--- src/rtl/memlibc_mbist_pkg.sv ---
// Shared types and constants for the memory-BIST run/status handshake sequencer.
package memlibc_mbist_pkg;

  typedef enum logic [2:0] {
    ST_IDLE,
    ST_SETTLE,
    ST_START,
    ST_RUN,
    ST_DONE,
    ST_ABORT
  } state_t;

  localparam int SETTLE_CNT_W = 8;

  // Bit positions within the sticky status bus.
  localparam int STAT_DONE    = 0;
  localparam int STAT_FAIL    = 1;
  localparam int STAT_TIMEOUT = 2;
  localparam int STAT_W       = 3;

endpackage

--- src/rtl/memlibc_mbist_run_timer.sv ---
// Saturating up-counter with synchronous clear and a terminal-count compare.
module memlibc_mbist_run_timer #(
  parameter int             W        = 8,
  parameter logic [W-1:0]   TERMINAL = '0
) (
  input  logic clk,
  input  logic rst,
  input  logic clr,
  input  logic inc,
  output logic at_term
);

  logic [W-1:0] count;

  // NOTE: sequential state uses non-blocking assignments so every flop samples pre-edge values.
  always_ff @(posedge clk or posedge rst) begin
    if (rst) begin
      count <= '0;
    end else if (clr) begin
      count <= '0;
    end else if (inc && (count != '1)) begin
      count <= count + 1'b1;
    end
  end

  assign at_term = (count == TERMINAL);

endmodule

--- src/rtl/memlibc_mbist_run_handshake.sv ---
// Run/status handshake between the synchronized BIST run level and the BIST controller.
// Optional run timeout is enabled by defining MEMLIBC_MBIST_RUN_TIMEOUT_EN.
module memlibc_mbist_run_handshake
  import memlibc_mbist_pkg::*;
#(
  parameter int          SETTLE_CYCLES  = 2,
  parameter int          TIMEOUT_W      = 16,
  parameter int unsigned TIMEOUT_CYCLES = 16'hFFFF
) (
  input  logic clk,
  input  logic rst,
  input  logic run_sync,
  input  logic bist_busy,
  input  logic bist_done,
  input  logic bist_fail,
  output logic mem_bist_sel,
  output logic bist_start,
  output logic bist_abort,
  output logic done_status,
  output logic fail_status,
  output logic timeout_status,
  output logic idle
);

  if ((SETTLE_CYCLES < 1) || (SETTLE_CYCLES > 255) || (TIMEOUT_CYCLES < 1) ||
      (longint'(TIMEOUT_CYCLES) >= (longint'(1) << TIMEOUT_W))) begin : g_bad_cfg
    $error("memlibc_mbist_run_handshake: illegal SETTLE_CYCLES/TIMEOUT_CYCLES");
  end

  state_t              state, next_state;
  logic                run_q;
  logic                rise;
  logic                settle_term;
  logic                run_timeout;
  logic [STAT_W-1:0]   status;

  assign rise = run_sync && !run_q;

  memlibc_mbist_run_timer #(
    .W        (SETTLE_CNT_W),
    .TERMINAL (SETTLE_CNT_W'(SETTLE_CYCLES - 1))
  ) u_settle_timer (
    .clk     (clk),
    .rst     (rst),
    .clr     (state == ST_IDLE),
    .inc     (state == ST_SETTLE),
    .at_term (settle_term)
  );

`ifdef MEMLIBC_MBIST_RUN_TIMEOUT_EN
  memlibc_mbist_run_timer #(
    .W        (TIMEOUT_W),
    .TERMINAL (TIMEOUT_W'(TIMEOUT_CYCLES - 1))
  ) u_run_timer (
    .clk     (clk),
    .rst     (rst),
    .clr     (state == ST_START),
    .inc     (state == ST_RUN),
    .at_term (run_timeout)
  );
`else
  assign run_timeout = 1'b0;
`endif

  always_ff @(posedge clk or posedge rst) begin
    if (rst) begin
      state <= ST_IDLE;
      run_q <= 1'b0;
    end else begin
      state <= next_state;
      run_q <= run_sync;
    end
  end

  // NOTE: next_state is defaulted first so no path through the case can infer a latch.
  always_comb begin
    next_state = state;
    unique case (state)
      ST_IDLE:   if (rise) next_state = ST_SETTLE;
      ST_SETTLE: begin
        if (!run_sync)        next_state = ST_ABORT;
        else if (settle_term) next_state = ST_START;
      end
      ST_START:  next_state = ST_RUN;
      ST_RUN: begin
        // Completion wins over timeout, which wins over a dropped run level.
        if (bist_done)        next_state = ST_DONE;
        else if (run_timeout) next_state = ST_DONE;
        else if (!run_sync)   next_state = ST_ABORT;
      end
      ST_DONE:   if (!run_sync)  next_state = ST_IDLE;
      ST_ABORT:  if (!bist_busy) next_state = ST_IDLE;
      default:   next_state = ST_IDLE;
    endcase
  end

  // Sticky status: cleared only by a new run, written at most once per run.
  always_ff @(posedge clk or posedge rst) begin
    if (rst) begin
      status <= '0;
    end else if ((state == ST_IDLE) && rise) begin
      status <= '0;
    end else if (state == ST_RUN) begin
      if (bist_done) begin
        status[STAT_DONE] <= 1'b1;
        status[STAT_FAIL] <= bist_fail;
      end else if (run_timeout) begin
        status <= '1;
      end
    end
  end

  assign mem_bist_sel   = (state != ST_IDLE);
  assign bist_start     = (state == ST_START);
  assign bist_abort     = (state == ST_ABORT);
  assign idle           = (state == ST_IDLE);
  assign done_status    = status[STAT_DONE];
  assign fail_status    = status[STAT_FAIL];
  assign timeout_status = status[STAT_TIMEOUT];

endmodule

--- config.mk ---
export PLATFORM = sky130hd
export DESIGN_NAME = memlibc_mbist_run_handshake
export DESIGN_NICKNAME = d
export VERILOG_FILES = /design/src/rtl/memlibc_mbist_pkg.sv /design/src/rtl/memlibc_mbist_run_timer.sv /design/src/rtl/memlibc_mbist_run_handshake.sv
export SDC_FILE = /design/constraint.sdc
export NUM_CORES = 1
export LEC_CHECK = 0
export ABC_AREA = 1
export CORE_UTILIZATION = 60
export CTS_CLUSTER_SIZE = 10
export DETAILED_ROUTE_END_ITERATION = 8
export DONT_BUFFER_PORTS = 1
export PLACE_DENSITY = 0.77
export SLEW_MARGIN = 20
export SYNTH_ARGS = -nofsm -noshare
export SYNTH_HDL_FRONTEND = slang
export SYNTH_SLANG_ARGS = --single-unit
--- constraint.sdc ---
create_clock -name clk -period 1.7 [get_ports clk]
set_input_delay 0.51 -clock clk [delete_from_list [all_inputs] [get_ports clk]]
set_output_delay 0.51 -clock clk [all_outputs]
set_load 0.01 [all_outputs]
After elaboration in Yosys (flattened, before gate mapping)
Cells that the tools add are included.

Divide/modulo/power cells: 0. Reductions and logical operators: 11. Shift operators: 0. $lt $le $gt $ge: 0. Bitwise gates (word level): 0. Multipliers: 0. Multiplexer cells: 13. Add/sub/neg operators: 1. Equality and inequality tests: 12.

Operators by type and width (count): $mux 3 (8); $pmux 3 s6 (1); $mux 8 (2); $add 8x1->8 const B (1); $eq 8x1->1 const B (1); $ne 8x8->1 const B (1); $eq 3x2->1 const B (2); $eq 3x3->1 const B (2); $ne 3x3->1 const B (2); $reduce_bool 2->1 (3); $reduce_and 5->1 (1); $mux 2 (2); $ne 2x2->1 const B (2); $eq 3x1->1 const B (1); $logic_and 1x1->1 (3); $logic_not 3->1 (1); $reduce_bool 3->1 (1); $ne 2x1->1 const B (1); $reduce_and 2->1 (1); $logic_not 1->1 (1).

Memory bits (read-only): 0. Input bits: 6. Logic and storage cells: 42. Memories kept: 0. Flip-flop bits (word level): 15. Bits in latches: 0. Memory bits (writable): 0.

Depth between registers and ports, before layout
Word-level depth: 5. Depth in mapped cells: 9. Depth with buffers taken out: 9.

Cells and area by module
Synthesis repeated with hierarchy kept, for this count alone.

Cell total of the unflattened synthesis: 136. Area total of the unflattened synthesis: 895.9 µm².

Modules (own cells, without submodules): memlibc_mbist_run_timer (sequential area each 200.2 µm², cells an instance 77, times used 1, area each 521.8 µm²); memlibc_mbist_run_handshake (sequential area each 150.1 µm², cells an instance 59, times used 1, area each 374.1 µm²).

Least setup slack after synthesis
Ideal clock, no wire load.

Path kind: flip-flop to output port. Start point: register state[0]. End point: output idle. Stages on the path, launching flop included: 5. Arrival: 0.976 ns. Path slack: 0.214 ns. Required time: 1.190 ns. Path through: dfrtp_1 nor2_1 nand2_2 buf_4 inv_1.

Cells in the longest elaborated chain, start to end: 1.

RTL lines: from (decl) (line memlibc_mbist_run_handshake.sv:30) `state_t state, next_state;`; from (signal assigned) (line memlibc_mbist_run_handshake.sv:70) `state <= next_state;`; $logic_not 3->1 (line memlibc_mbist_run_handshake.sv:116) `assign idle = (state == ST_IDLE);`; to (decl) (line memlibc_mbist_run_handshake.sv:22) `output logic idle`.

No other way between the ends.

Worst setup path in the final report
Start point: register state[2]. End point: output bist_start.

Cells in the longest elaborated chain, start to end: 1.

RTL lines: $eq 3x2->1 (line memlibc_mbist_run_handshake.sv:114) `assign bist_start = (state == ST_START);`; to (decl) (line memlibc_mbist_run_handshake.sv:17) `output logic bist_start,`.

No other way between the ends.

==> results.md <==
Run status:
- The run finished with clean final reports.

Worst setup path:
- Along the worst path, the maximum fanout reaches 6.
- The endpoint type of the worst setup path is an output port.
- The worst reg2reg path depth is 6.
- The worst setup path is of the flip-flop to output port kind.
- The count of cell instances traversed by the critical path is 3.
- The critical path buffer and inverter count is 2.
- The required time at the worst-slack endpoint is 1.19 ns.
- STA puts the critical path data arrival time at 1.12 ns.
- The slowest stage of the critical path belongs to the cell sky130_fd_sc_hd__dfrtp_2.
- The critical path's most frequent cell is sky130_fd_sc_hd__inv_2.
- The worst setup path is launched from a flip-flop.
- Walking the worst path, the cells encountered are inv_2, nand3_1, inv_2.
- The delay contributed by the slowest stage of the critical path is 0.46 ns.
- The largest delay contributor family on the critical path is flip-flops.

Layout:
- The net count of the finished layout is 154.
- The area overhead of the layout relative to synthesis is 6.588%.
- The antenna diode count is 0.
- The post-route netlist has 14.48% of its cells at a drive strength greater than 1.
- Measured on the finished design, the core utilization comes to 73.21%.
- After filler insertion, the fill cell instance count of the layout stands at 111.

Detailed routing:
- The first-pass iteration count of the detailed router is 4.
- The total routed wirelength is 1.962 mm.
- The ratio of routed vias to standard cells is 5.706.
- After detailed routing, the average wire length per cell comes to 12.26 um.
- The detail route stage leaves a number of antenna-violating nets equal to 0.
- The total number of vias is 913.
- The DRC marker count from the first detailed-route iteration is 30.
- In the routed design, unresolved DRC markers number 0.

Global route:
- The number of antenna violations at the first check in global routing is 0.
- For this run, the total global-route usage over all layers was measured as 25.78%.
- The global-route wire length before repair is 3.456 mm.
- The via count of the first global-routing pass is 824.
- The total overflow left after global routing is 0.
- Entering global routing, the biggest net connects 15 pins.

STA:
- Timing would allow up to 613.0 MHz.
- Setup repair after global routing left no endpoint under its margin.
- The total setup violations reported at the end of the flow is 0.
- The smallest clock period supported by the final layout is computed as 1.631 ns.
- The count of pins over their slew limit is 0.
- The pin slew with the least headroom to its limit is 0.5282 ns.
- The sum of negative setup slack is 0 ns.
- The number of failing hold endpoints at the final stage was 0.
- The max-slew headroom at the worst pin is 64.75%.
- On the final layout, the worst clock skew is 0.001873 ns.
- In the finished design, the share of the clock period the worst path needs comes to 95.97%.

Synth:
- Ranked by total cell area, the synthesized netlist is headed by sky130_fd_sc_hd__dfrtp_1 (37%), sky130_fd_sc_hd__nand2_1 (14%), sky130_fd_sc_hd__inv_1 (9.1%), sky130_fd_sc_hd__nor2_1 (8.3%), sky130_fd_sc_hd__nand3_1 (6.9%).
- The synthesized instance count is 142.
- The mapped cell area is 949.7 um^2.
- The proportion of register bits with asynchronous set or reset after synthesis is 100.0%.
- The synthesized design spends more area on one cell type than any other, namely sky130_fd_sc_hd__dfrtp_1.
- After synthesis, the netlist uses 22 different library cells.
- In the post-synthesis netlist, the cell with the most instances is sky130_fd_sc_hd__nand2_1.
- Sorting the synthesized cells by how often they occur yields sky130_fd_sc_hd__nand2_1 (36), sky130_fd_sc_hd__inv_1 (23), sky130_fd_sc_hd__nor2_1 (21), sky130_fd_sc_hd__dfrtp_1 (14), sky130_fd_sc_hd__nand3_1 (13).
- The part of the Yosys area used for sequential elements is 36.89%.
- The share of synthesized area in the top cell type comes to 36.89%.
- The total nets after synthesis is 150.
- The count of flip-flops with a built-in enable after synthesis is 0.
- Among all flip-flop cells after synthesis, the most frequent one is sky130_fd_sc_hd__dfrtp_1.
- The average cell area after synthesis is 6.688 um^2.
- The Yosys step of the flow raised 0 warnings.
- The post-synthesis sequential element count is 14.

CTS:
- The register clock-pin slew on the reported worst setup and hold paths is 0.09 ns.
- The tree is rooted in a sky130_fd_sc_hd__clkbuf_4.
- TritonCTS built the clock tree.
- In this run the deepest clock path goes through 2 buffers.
- CTS built an H-tree with a depth of 1.
- The number of buffers created by CTS is 3.
- The clock latency of the later-clocked register in the worst-skew pair is 0.29 ns.
- For this design, the sink count on the clock tree is 14.
- Buffers added to address setup during post-CTS repair amount to 0.

Power and ir drop:
- Of the total power, the clock network draws 17.8%.
- The total power is 1391 uW.
- For this design the total switching power over the nets is 640.6 uW.
- The cell area power density is 1374 nW/um^2.
- The net switching fraction of the power is 46.06%.
- The combinational share of power is 46.2%.
- The share of total power in sequential cells is 36.0%.
- The worst supply voltage drop on vdd is 0.9732 mV.
- The leakage power is 0.0005490 uW.
- Internal power comes to 750.3 uW.

Floorplanning:
- 13 I/O pins were placed.
- The width of the die is 41.79 um.
- The floorplan step defined a die boundary enclosing 1746 um^2.
- The core footprint is 1383 um^2.
- The number of placement rows is 13.
- The initial utilization of the core area, before any placement, comes to 68.69%.
- The floorplan step set the die height to 41.79 um.

Placement:
- The HPWL after detailed placement is 1.496 mm.
- During placement, the flow inserted port buffers numbering 0.
- At the end of routability-driven placement, the weighted congestion stood at 0.9183.

Min path:
- In this run the worst hold path is classified as input pin to async pin.

Flow run:
- The max-cap violation count is 0.
## through the flow
stage / hold slack [ns] / std cells / cell area [um^2] / setup WS, ns
6_report: 0.1366 / 160 / 1012 / 0.06857
5_1_grt: 0.1843 / 160 / 1012 / 0.01181
4_1_cts: 0.1711 / 160 / 1001 / 0.006382
3_5_place_dp: 0.4754 / 156 / 960.9 / 0.1997
3_3_place_gp: 0.4656 / 156 / 960.9 / 0.2360
2_1_floorplan: 0.3992 / 142 / 949.7 / 0.2138
## cells in the final DEF, fill, tap and decap left out
master,n
sky130_fd_sc_hd__o22ai_1,3
sky130_fd_sc_hd__nor2_1,20
sky130_fd_sc_hd__inv_1,21
sky130_fd_sc_hd__nand4_1,6
sky130_fd_sc_hd__nor2_4,2
sky130_fd_sc_hd__clkbuf_4,3
sky130_fd_sc_hd__o21ai_1,4
sky130_fd_sc_hd__clkbuf_8,1
sky130_fd_sc_hd__nand3_1,13
sky130_fd_sc_hd__a21oi_1,3
sky130_fd_sc_hd__nand2_4,2
sky130_fd_sc_hd__nand2_1,36
sky130_fd_sc_hd__nand2_2,3
sky130_fd_sc_hd__conb_1,1
sky130_fd_sc_hd__dfrtp_2,2
sky130_fd_sc_hd__a21oi_2,1
sky130_fd_sc_hd__xor2_1,1
sky130_fd_sc_hd__buf_4,1
sky130_fd_sc_hd__nor2_2,1
sky130_fd_sc_hd__inv_2,4
sky130_fd_sc_hd__nor3_1,1
sky130_fd_sc_hd__dfrtp_1,12
sky130_fd_sc_hd__ha_1,2
sky130_fd_sc_hd__o21ai_0,1
sky130_fd_sc_hd__nand3_2,1
## flip-flops by register name, indices dropped and copies added (netlist names)
signal and flops:
status 2, u_settle_timer.count 8, run_q 1, state 3
## cells by family (layout without fill, tap and decap cells)
family	count (synthesis)	after routing	share of synthesized area [%]
AO/OA/AOI/OAI	12	12	7.114
XOR/XNOR	1	1	0.9224
adder cells (fa/ha/maj)	2	2	2.635
buffers and inverters	27	30	11.46
flip-flops	14	14	36.89
other	1	1	0.3949
AND/OR/NAND/NOR	85	85	40.58
## power groups by stage
| stage | Combinational (uW) | Clock (uW) | Sequential (uW) |
|---|---|---|---|
| 2_1_floorplan | 505 | 0 | 476 |
| 3_3_place_gp | 600 | 0 | 489 |
| 3_5_place_dp | 608 | 0 | 493 |
| 4_1_cts | 621 | 250 | 492 |
| 5_1_grt | 730 | 266 | 512 |
| 6_report | 643 | 247 | 501 |
## metal layers
layer	global-route usage, %	wire length, um	vias up
met2	36.88	862	40
met4	10.97	39	0
li1	-	-	450
met3	10.43	186	7
met1	34.26	873	416
met5	0	0	-
## repair_timing
action,4_1_cts,5_1_grt
endpoints found under the setup margin,1,2
gates resized for setup,3,4
hold buffers,0,0
## final cells by class
type                    count  area, um^2  area share, %
clock buffers               4       36.28          3.585
flip-flops and latches     14       352.8          34.86
multi-input cells         101       503.0          49.69
well taps                  15       18.77          1.854
repair buffers              1       7.507         0.7417
inverters                  25       93.84          9.271
## worst paths after layout
path	slack [ns]	to	startpoint
worst min register to register	0.58	u_settle_timer.count[7]	u_settle_timer.count[7]
worst max register to register	0.27	u_settle_timer.count[5]	u_settle_timer.count[0]
max in group asynchronous	1.18	state[0]	rst
worst max-delay path	0.07	bist_start	state[2]
worst min-delay path	0.14	u_settle_timer.count[1]	rst
min in group clk	0.24	run_q	run_sync
## worst register-to-register path, stage by stage (launching register included)
cell and delay (ns):
sky130_fd_sc_hd__dfrtp_1 0.44, sky130_fd_sc_hd__ha_1 0.26, sky130_fd_sc_hd__inv_1 0.14, sky130_fd_sc_hd__nor2_4 0.07, sky130_fd_sc_hd__a21oi_2 0.24, sky130_fd_sc_hd__nand2_1 0.08, sky130_fd_sc_hd__a21oi_1 0.14
Power figures use the tool's default switching activity.
